## config.mk

```make
export PLATFORM = sky130hd
export DESIGN_NAME = mips_multicycle_control
export DESIGN_NICKNAME = d
export VERILOG_FILES = /design/src/rtl/mips_multicycle_control.sv
export SDC_FILE = /design/constraint.sdc
export NUM_CORES = 1
export LEC_CHECK = 0
export ABC_AREA = 1
export CAP_MARGIN = 20
export CORE_MARGIN = 5
export CORE_UTILIZATION = 50
export DETAILED_ROUTE_END_ITERATION = 10
export PLACE_DENSITY = 0.87
export SETUP_SLACK_MARGIN = 0.05
export SLEW_MARGIN = 0
export SYNTH_ARGS = -nofsm -noshare
export SYNTH_HDL_FRONTEND = slang
export SYNTH_SLANG_ARGS = --single-unit
```

## constraint.sdc

```tcl
create_clock -name clk -period 3.4 [get_ports clk]
set_input_delay 0.85 -clock clk [delete_from_list [all_inputs] [get_ports clk]]
set_output_delay 0.85 -clock clk [all_outputs]
set_load 0.05 [all_outputs]
```

## src/rtl/mips_multicycle_control.sv

```systemverilog
// Main control FSM for the multicycle MIPS datapath: opcode decode,
// per-state datapath controls, retired-instruction count and illegal flag.
module mips_multicycle_control #(
  parameter int unsigned COUNT_W = 32
) (
  input  logic               clk,
  input  logic               rst_n,
  input  logic [5:0]         opcode,
  input  logic               mem_ready,
  output logic               pcwrite,
  output logic               pcwritecond,
  output logic               iord,
  output logic               memread,
  output logic               memwrite,
  output logic               memtoreg,
  output logic               irwrite,
  output logic               regwrite,
  output logic               regdst,
  output logic               alusrca,
  output logic [1:0]         alusrcb,
  output logic [1:0]         pcsource,
  output logic [1:0]         aluop,
  output logic               illegal,
  output logic [3:0]         state,
  output logic [COUNT_W-1:0] instr_count
);

  localparam int unsigned OP_W = 6;

  localparam logic [OP_W-1:0] OP_RTYPE = 6'b000000;
  localparam logic [OP_W-1:0] OP_LW    = 6'b100011;
  localparam logic [OP_W-1:0] OP_SW    = 6'b101011;
  localparam logic [OP_W-1:0] OP_BEQ   = 6'b000100;
  localparam logic [OP_W-1:0] OP_J     = 6'b000010;

  // ALU operation codes handed to the ALU control decoder
  localparam logic [1:0] ALUOP_ADD   = 2'b00;
  localparam logic [1:0] ALUOP_SUB   = 2'b01;
  localparam logic [1:0] ALUOP_FUNCT = 2'b10;
  localparam logic [1:0] ALUOP_X     = 2'b11;

  // ALU B-operand select
  localparam logic [1:0] SRCB_REG  = 2'b00;
  localparam logic [1:0] SRCB_FOUR = 2'b01;
  localparam logic [1:0] SRCB_IMM  = 2'b10;
  localparam logic [1:0] SRCB_IMM2 = 2'b11;

  // PC source select
  localparam logic [1:0] PCSRC_ALU    = 2'b00;
  localparam logic [1:0] PCSRC_ALUOUT = 2'b01;
  localparam logic [1:0] PCSRC_JUMP   = 2'b10;

  typedef enum logic [3:0] {
    S_FETCH   = 4'd0,
    S_DECODE  = 4'd1,
    S_MEMADR  = 4'd2,
    S_MEMRD   = 4'd3,
    S_MEMWB   = 4'd4,
    S_MEMWR   = 4'd5,
    S_EXEC    = 4'd6,
    S_RWB     = 4'd7,
    S_BRANCH  = 4'd8,
    S_JUMP    = 4'd9,
    S_ILLEGAL = 4'd10
  } state_t;

  state_t state_q;
  state_t state_d;

  // Ungated write-enable decodes; reset forces these low below
  logic pcwrite_c;
  logic pcwritecond_c;
  logic irwrite_c;
  logic regwrite_c;
  logic memwrite_c;
  logic illegal_c;
  logic retire_c;

  // State register
  always_ff @(posedge clk or negedge rst_n) begin
    if (!rst_n) begin
      state_q <= S_FETCH;
    end else begin
      state_q <= state_d;
    end
  end

  // Retired-instruction counter, wraps naturally at 2^COUNT_W
  always_ff @(posedge clk or negedge rst_n) begin
    if (!rst_n) begin
      instr_count <= '0;
    end else if (retire_c) begin
      instr_count <= instr_count + COUNT_W'(1);
    end
  end

  // Next-state and Moore output decode
  always_comb begin
    state_d       = S_FETCH;
    pcwrite_c     = 1'b0;
    pcwritecond_c = 1'b0;
    irwrite_c     = 1'b0;
    regwrite_c    = 1'b0;
    memwrite_c    = 1'b0;
    illegal_c     = 1'b0;
    retire_c      = 1'b0;
    iord          = 1'b0;
    memread       = 1'b0;
    memtoreg      = 1'b0;
    regdst        = 1'b0;
    alusrca       = 1'b0;
    alusrcb       = SRCB_REG;
    pcsource      = PCSRC_ALU;
    aluop         = ALUOP_ADD;

    case (state_q)
      S_FETCH: begin
        memread   = 1'b1;
        alusrcb   = SRCB_FOUR;
        aluop     = ALUOP_ADD;
        irwrite_c = mem_ready;
        pcwrite_c = mem_ready;
        state_d   = mem_ready ? S_DECODE : S_FETCH;
      end

      S_DECODE: begin
        alusrcb = SRCB_IMM2;
        aluop   = ALUOP_ADD;
        case (opcode)
          OP_LW, OP_SW: state_d = S_MEMADR;
          OP_RTYPE:     state_d = S_EXEC;
          OP_BEQ:       state_d = S_BRANCH;
          OP_J:         state_d = S_JUMP;
          default:      state_d = S_ILLEGAL;
        endcase
      end

      S_MEMADR: begin
        alusrca = 1'b1;
        alusrcb = SRCB_IMM;
        aluop   = ALUOP_ADD;
        // opcode is held stable, so only lw/sw normally reach here
        case (opcode)
          OP_LW:   state_d = S_MEMRD;
          OP_SW:   state_d = S_MEMWR;
          default: state_d = S_ILLEGAL;
        endcase
      end

      S_MEMRD: begin
        memread = 1'b1;
        iord    = 1'b1;
        state_d = mem_ready ? S_MEMWB : S_MEMRD;
      end

      S_MEMWB: begin
        regwrite_c = 1'b1;
        memtoreg   = 1'b1;
        regdst     = 1'b0;
        retire_c   = 1'b1;
        state_d    = S_FETCH;
      end

      S_MEMWR: begin
        memwrite_c = 1'b1;
        iord       = 1'b1;
        retire_c   = mem_ready;
        state_d    = mem_ready ? S_FETCH : S_MEMWR;
      end

      S_EXEC: begin
        alusrca = 1'b1;
        alusrcb = SRCB_REG;
        aluop   = ALUOP_FUNCT;
        state_d = S_RWB;
      end

      S_RWB: begin
        regwrite_c = 1'b1;
        regdst     = 1'b1;
        memtoreg   = 1'b0;
        retire_c   = 1'b1;
        state_d    = S_FETCH;
      end

      S_BRANCH: begin
        alusrca       = 1'b1;
        alusrcb       = SRCB_REG;
        aluop         = ALUOP_SUB;
        pcwritecond_c = 1'b1;
        pcsource      = PCSRC_ALUOUT;
        retire_c      = 1'b1;
        state_d       = S_FETCH;
      end

      S_JUMP: begin
        pcwrite_c = 1'b1;
        pcsource  = PCSRC_JUMP;
        retire_c  = 1'b1;
        state_d   = S_FETCH;
      end

      S_ILLEGAL: begin
        aluop     = ALUOP_X;
        illegal_c = 1'b1;
        state_d   = S_FETCH;
      end

      // Unreachable encodings: all outputs stay at their zero defaults
      default: begin
        state_d = S_FETCH;
      end
    endcase
  end

  // Write enables and the illegal flag are held low while reset is asserted
  assign pcwrite     = pcwrite_c     & rst_n;
  assign pcwritecond = pcwritecond_c & rst_n;
  assign irwrite     = irwrite_c     & rst_n;
  assign regwrite    = regwrite_c    & rst_n;
  assign memwrite    = memwrite_c    & rst_n;
  assign illegal     = illegal_c     & rst_n;

  assign state = state_q;

endmodule

```

==> PnR_summary.wiki, run 1 <==
{| class="wikitable"
! Metric !! Value
|-
| Result of the run || finished, final reports clean
|-
| Cells along the critical path || nor2_2 -> inv_1 -> nor2_1 -> inv_1 -> o21ai_0 -> clkdlybuf4s50_1
|-
| Design internal power || 0.000929 W
|-
| Number of detailed-routing iterations run before antenna repair || 5
|-
| Worst min-delay path category || in -> async
|-
| Synthesized-area fraction occupied by adder cells || 0.00511
|-
| Maximum root-to-sink buffer count || 2
|-
| Share of power burned in the clock network || 0.144
|-
| Count of mapped cells out of synthesis || 371
|-
| R2R depth || 7
|-
| Gr usage total || 0.210
|-
| # hold bufs at CTS || 0
|-
| Final-report hold violation count || 0
|-
| Data arrival time of the worst path || 2190 ps
|-
| Worst reg2reg path startpoint || state[1]$_DFF_PN0_
|-
| Number of enable-type register cells in the synthesized netlist || 0
|-
| Number of library cell types mapped by synthesis || 26
|-
| Switching component of the power || 0.000952 W
|-
| Share of cells above drive strength 1 || 0.0783
|-
| Setup ws final || 359 ps
|-
| CTS tree || built
|-
| Class of the most critical setup path || reg -> out
|-
| Clock-pin slew of the registers on the worst-case setup and hold paths || 70 ps
|-
| Fraction of synthesis flops using an asynchronous set or reset pin || 1.00
|-
| Worst path most repeated cell || inv_1
|-
| Post-synthesis sequential area ratio || 0.368
|-
| Syn_area_per_cell || 6.60 um^2
|-
| GP Congestion || 0.877
|-
| Minimum setup slack after placement || 513 ps
|-
| Critical path startpoint || state[1]$_DFF_PN0_
|-
| Clock Skew || 6.51 ps
|-
| Final wirelength || 6.33 mm
|-
| Remaining DRCs || 0
|-
| DR WL/cell || 12.6 um
|-
| Multiplexer fraction of the synthesized cell area || 0
|-
| Layout overhead on the synthesized area || 32.0%
|-
| Count of buffers from port buffering || 61
|-
| Min Hold Slack || 397 ps
|-
| Power Density || 582 nW/um^2
|-
| Initial core utilization || 0.515
|-
| Rel. slew slack || 0.639
|-
| CP Capture Type || primary output
|-
| H-tree depth reported by CTS || 2
|-
| Number of clock buffers inserted by TritonCTS || 5
|-
| Diodes inserted || 0
|-
| Post-Route Setup TNS || 0 ps
|-
| Cell chosen for the clock root || clkbuf_8
|-
| Switching share of power || 0.506
|-
| Largest family of logic cells by synthesized area || simple AND/OR/NAND/NOR gates
|-
| Max Fclk || 0.329 GHz
|-
| Worst setup SP type || flop
|-
| Longest individual stage delay on the worst path || 840 ps
|-
| Detail Route Antenna Nets || 0
|-
| Via count of the first global-routing pass || 2422
|-
| Post-layout minimum cycle time || 3040 ps
|-
| Max-slew violations || 0
|-
| RSZ-0062 raised after global routing || no
|-
| Std-Cell Core Area || 4750 um^2
|-
| Least-Margin Pin Slew || 540 ps
|-
| Depth of the critical timing path with buffers and inverters included || 6
|-
| Part of the power in registers || 0.292
|-
| Post-CTS resize count || 0
|-
| Final number of setup-violating endpoints || 0
|-
| Count of nets after finishing || 446
|-
| First-pass GRT wire length || 10.7 mm
|-
| CP required || 2550 ps
|-
| Initial detailed-routing violation count || 157
|-
| Die height || 80.0 um
|-
| Number of maximum-capacitance constraint violations || 0
|-
| Design Power || 0.00188 W
|-
| Top-level I/O count || 62
|-
| Tcrit/Tclk final || 0.895
|-
| Most common library cell in the layout ignoring fill and taps || nand2_1
|-
| Register bit total from synthesis || 36
|-
| Relative contribution of combinational cells to total power || 0.563
|-
| Setup slack, reg-to-reg || 1500 ps
|-
| Synth Area in XOR/XNOR || 0.0572
|-
| Share of the synthesized area in compound gates (AO/OA/AOI/OAI) || 0.0199
|-
| Critical Path Fanout Max || 7
|-
| Warnings, synthesis || 0
|-
| Clock Latency Late Sink || 290 ps
|-
| Buffering stage count on the worst path with inverters included || 3
|-
| Initial antenna violation count || 0
|-
| Post-synth design cell area || 2450 um^2
|-
| Top flip-flop cell by instance count after synthesis || dfrtp_1
|-
| Count of vias placed by the detailed router || 2575
|-
| Overflow left after global routing || 0
|-
| Sinks on Clock Net || 36
|-
| Setup Buffers After CTS || 0
|-
| Leading cell types in the layout, fill and taps excluded || nand2_1, nor2_1, clkdlybuf4s50_1
|-
| Maximum resistive drop on vdd || 0.683 mV
|-
| Placement Rows || 25
|-
| Area share of and/or/nand/nor cells after synthesis || 0.458
|-
| Ratio of routed vias to standard cells || 5.14
|-
| Destination of the worst register-to-register timing path || instr_count[24]$_DFFE_PN0P_
|-
| Total leakage power || 1.39 nW
|-
| Maximum number of pins on one net before global-route repair || 45
|-
| Termination of the worst setup path || alusrca
|-
| HPWL Detailed || 4.95 mm
|-
| Delay-heaviest family, CP || buffers and inverters
|-
| Synthesized net count || 381
|-
| Die W || 80.0 um
|-
| DIE AREA || 6400 um^2
|-
| Library cell contributing the largest single delay on the critical path || clkdlybuf4s50_1
|}
==> state kept, by name, indices dropped and copies added, names as in the netlist <==
register and cells:
state 4, instr_count 32
==> metrics by stage <==
stage	cells	area (um^2)	util
after floorplan	371	2450	-
after global routing	501	3230	0.680
after CTS	501	3230	0.680
after detailed placement	496	3160	0.666
final	501	3230	0.680
after global placement	496	3160	0.666
==> cells by family after synthesis <==
logic type | count (synthesis)
simple gates | 257
buf+inv | 53
flops | 36
xor+xnor | 16
compound gates | 8
fa+ha+maj | 1
==> worst register-to-register path, cell delays in order (launching register included) <==
cell and delay, ps:
dfrtp_1 460, nand2_1 120, inv_1 60, o21ai_2 180, nand3_4 450, inv_1 400
nand2_1 90, nand2_1 80
==> power by group through the flow <==
| stage | clock network, W | registers, W | logic (W) |
|---|---|---|---|
| after floorplan | 0 | 0.000716 | 0.000586 |
| after global placement | 0 | 0.000553 | 0.00104 |
| after detailed placement | 0 | 0.000558 | 0.00106 |
| after CTS | 0.000274 | 0.000551 | 0.00106 |
| after global routing | 0.000292 | 0.000564 | 0.00112 |
| final | 0.000272 | 0.000550 | 0.00106 |
==> cell usage after synthesis, types with 2 or more instances <==
cell | count | share of area
nand4_1 | 10 | 0.026
o21ai_1 | 2 | 0.0041
inv_1 | 49 | 0.075
nand2_2 | 10 | 0.026
o21ai_0 | 3 | 0.0061
nor2_1 | 62 | 0.095
buf_4 | 2 | 0.0061
nor3_1 | 6 | 0.012
nand3_1 | 23 | 0.047
xnor2_1 | 13 | 0.047
dfrtp_1 | 36 | 0.37
nand2_1 | 132 | 0.20
nand3b_1 | 3 | 0.0092
xor2_1 | 3 | 0.011
nor2_2 | 6 | 0.015
==> area by class of cell <==
class	count	area, um^2
tap	67	83.8
inverter	49	184
timing repair buffer	62	673
fill	413	1520
clock buffer	5	68.8
sequential	36	901
multi-input combinational	282	1320
==> routing by layer <==
layer  vias to the layer above  track usage  part of all wire
li1                       1264            -                 -
met1                      1190        0.260              0.40
met2                       103        0.373              0.51
met3                        18       0.0305             0.065
met4                         0       0.0709             0.024
met5                         -            0                 0
==> how the worst min path moves through the flow <==
stage	from	to	slack, ps	cells after the start
floorplan	rst_n	instr_count[0]$_DFFE_PN0P_	550	0
global placement	instr_count[4]$_DFFE_PN0P_	instr_count[4]$_DFFE_PN0P_	510	1
detailed placement	instr_count[7]$_DFFE_PN0P_	instr_count[7]$_DFFE_PN0P_	510	1
CTS	rst_n	state[1]$_DFF_PN0_	400	1
global route	rst_n	state[1]$_DFF_PN0_	400	1
finish	rst_n	state[1]$_DFF_PN0_	400	1
(Power assumes the default switching activity.)
==> run 2: changes to the inputs <==
Settings changed: GPL_ROUTABILITY_DRIVEN set to 1.
==> results of run 2 <==
No change in the layout: final DEF, timing and power equal those of run 1.
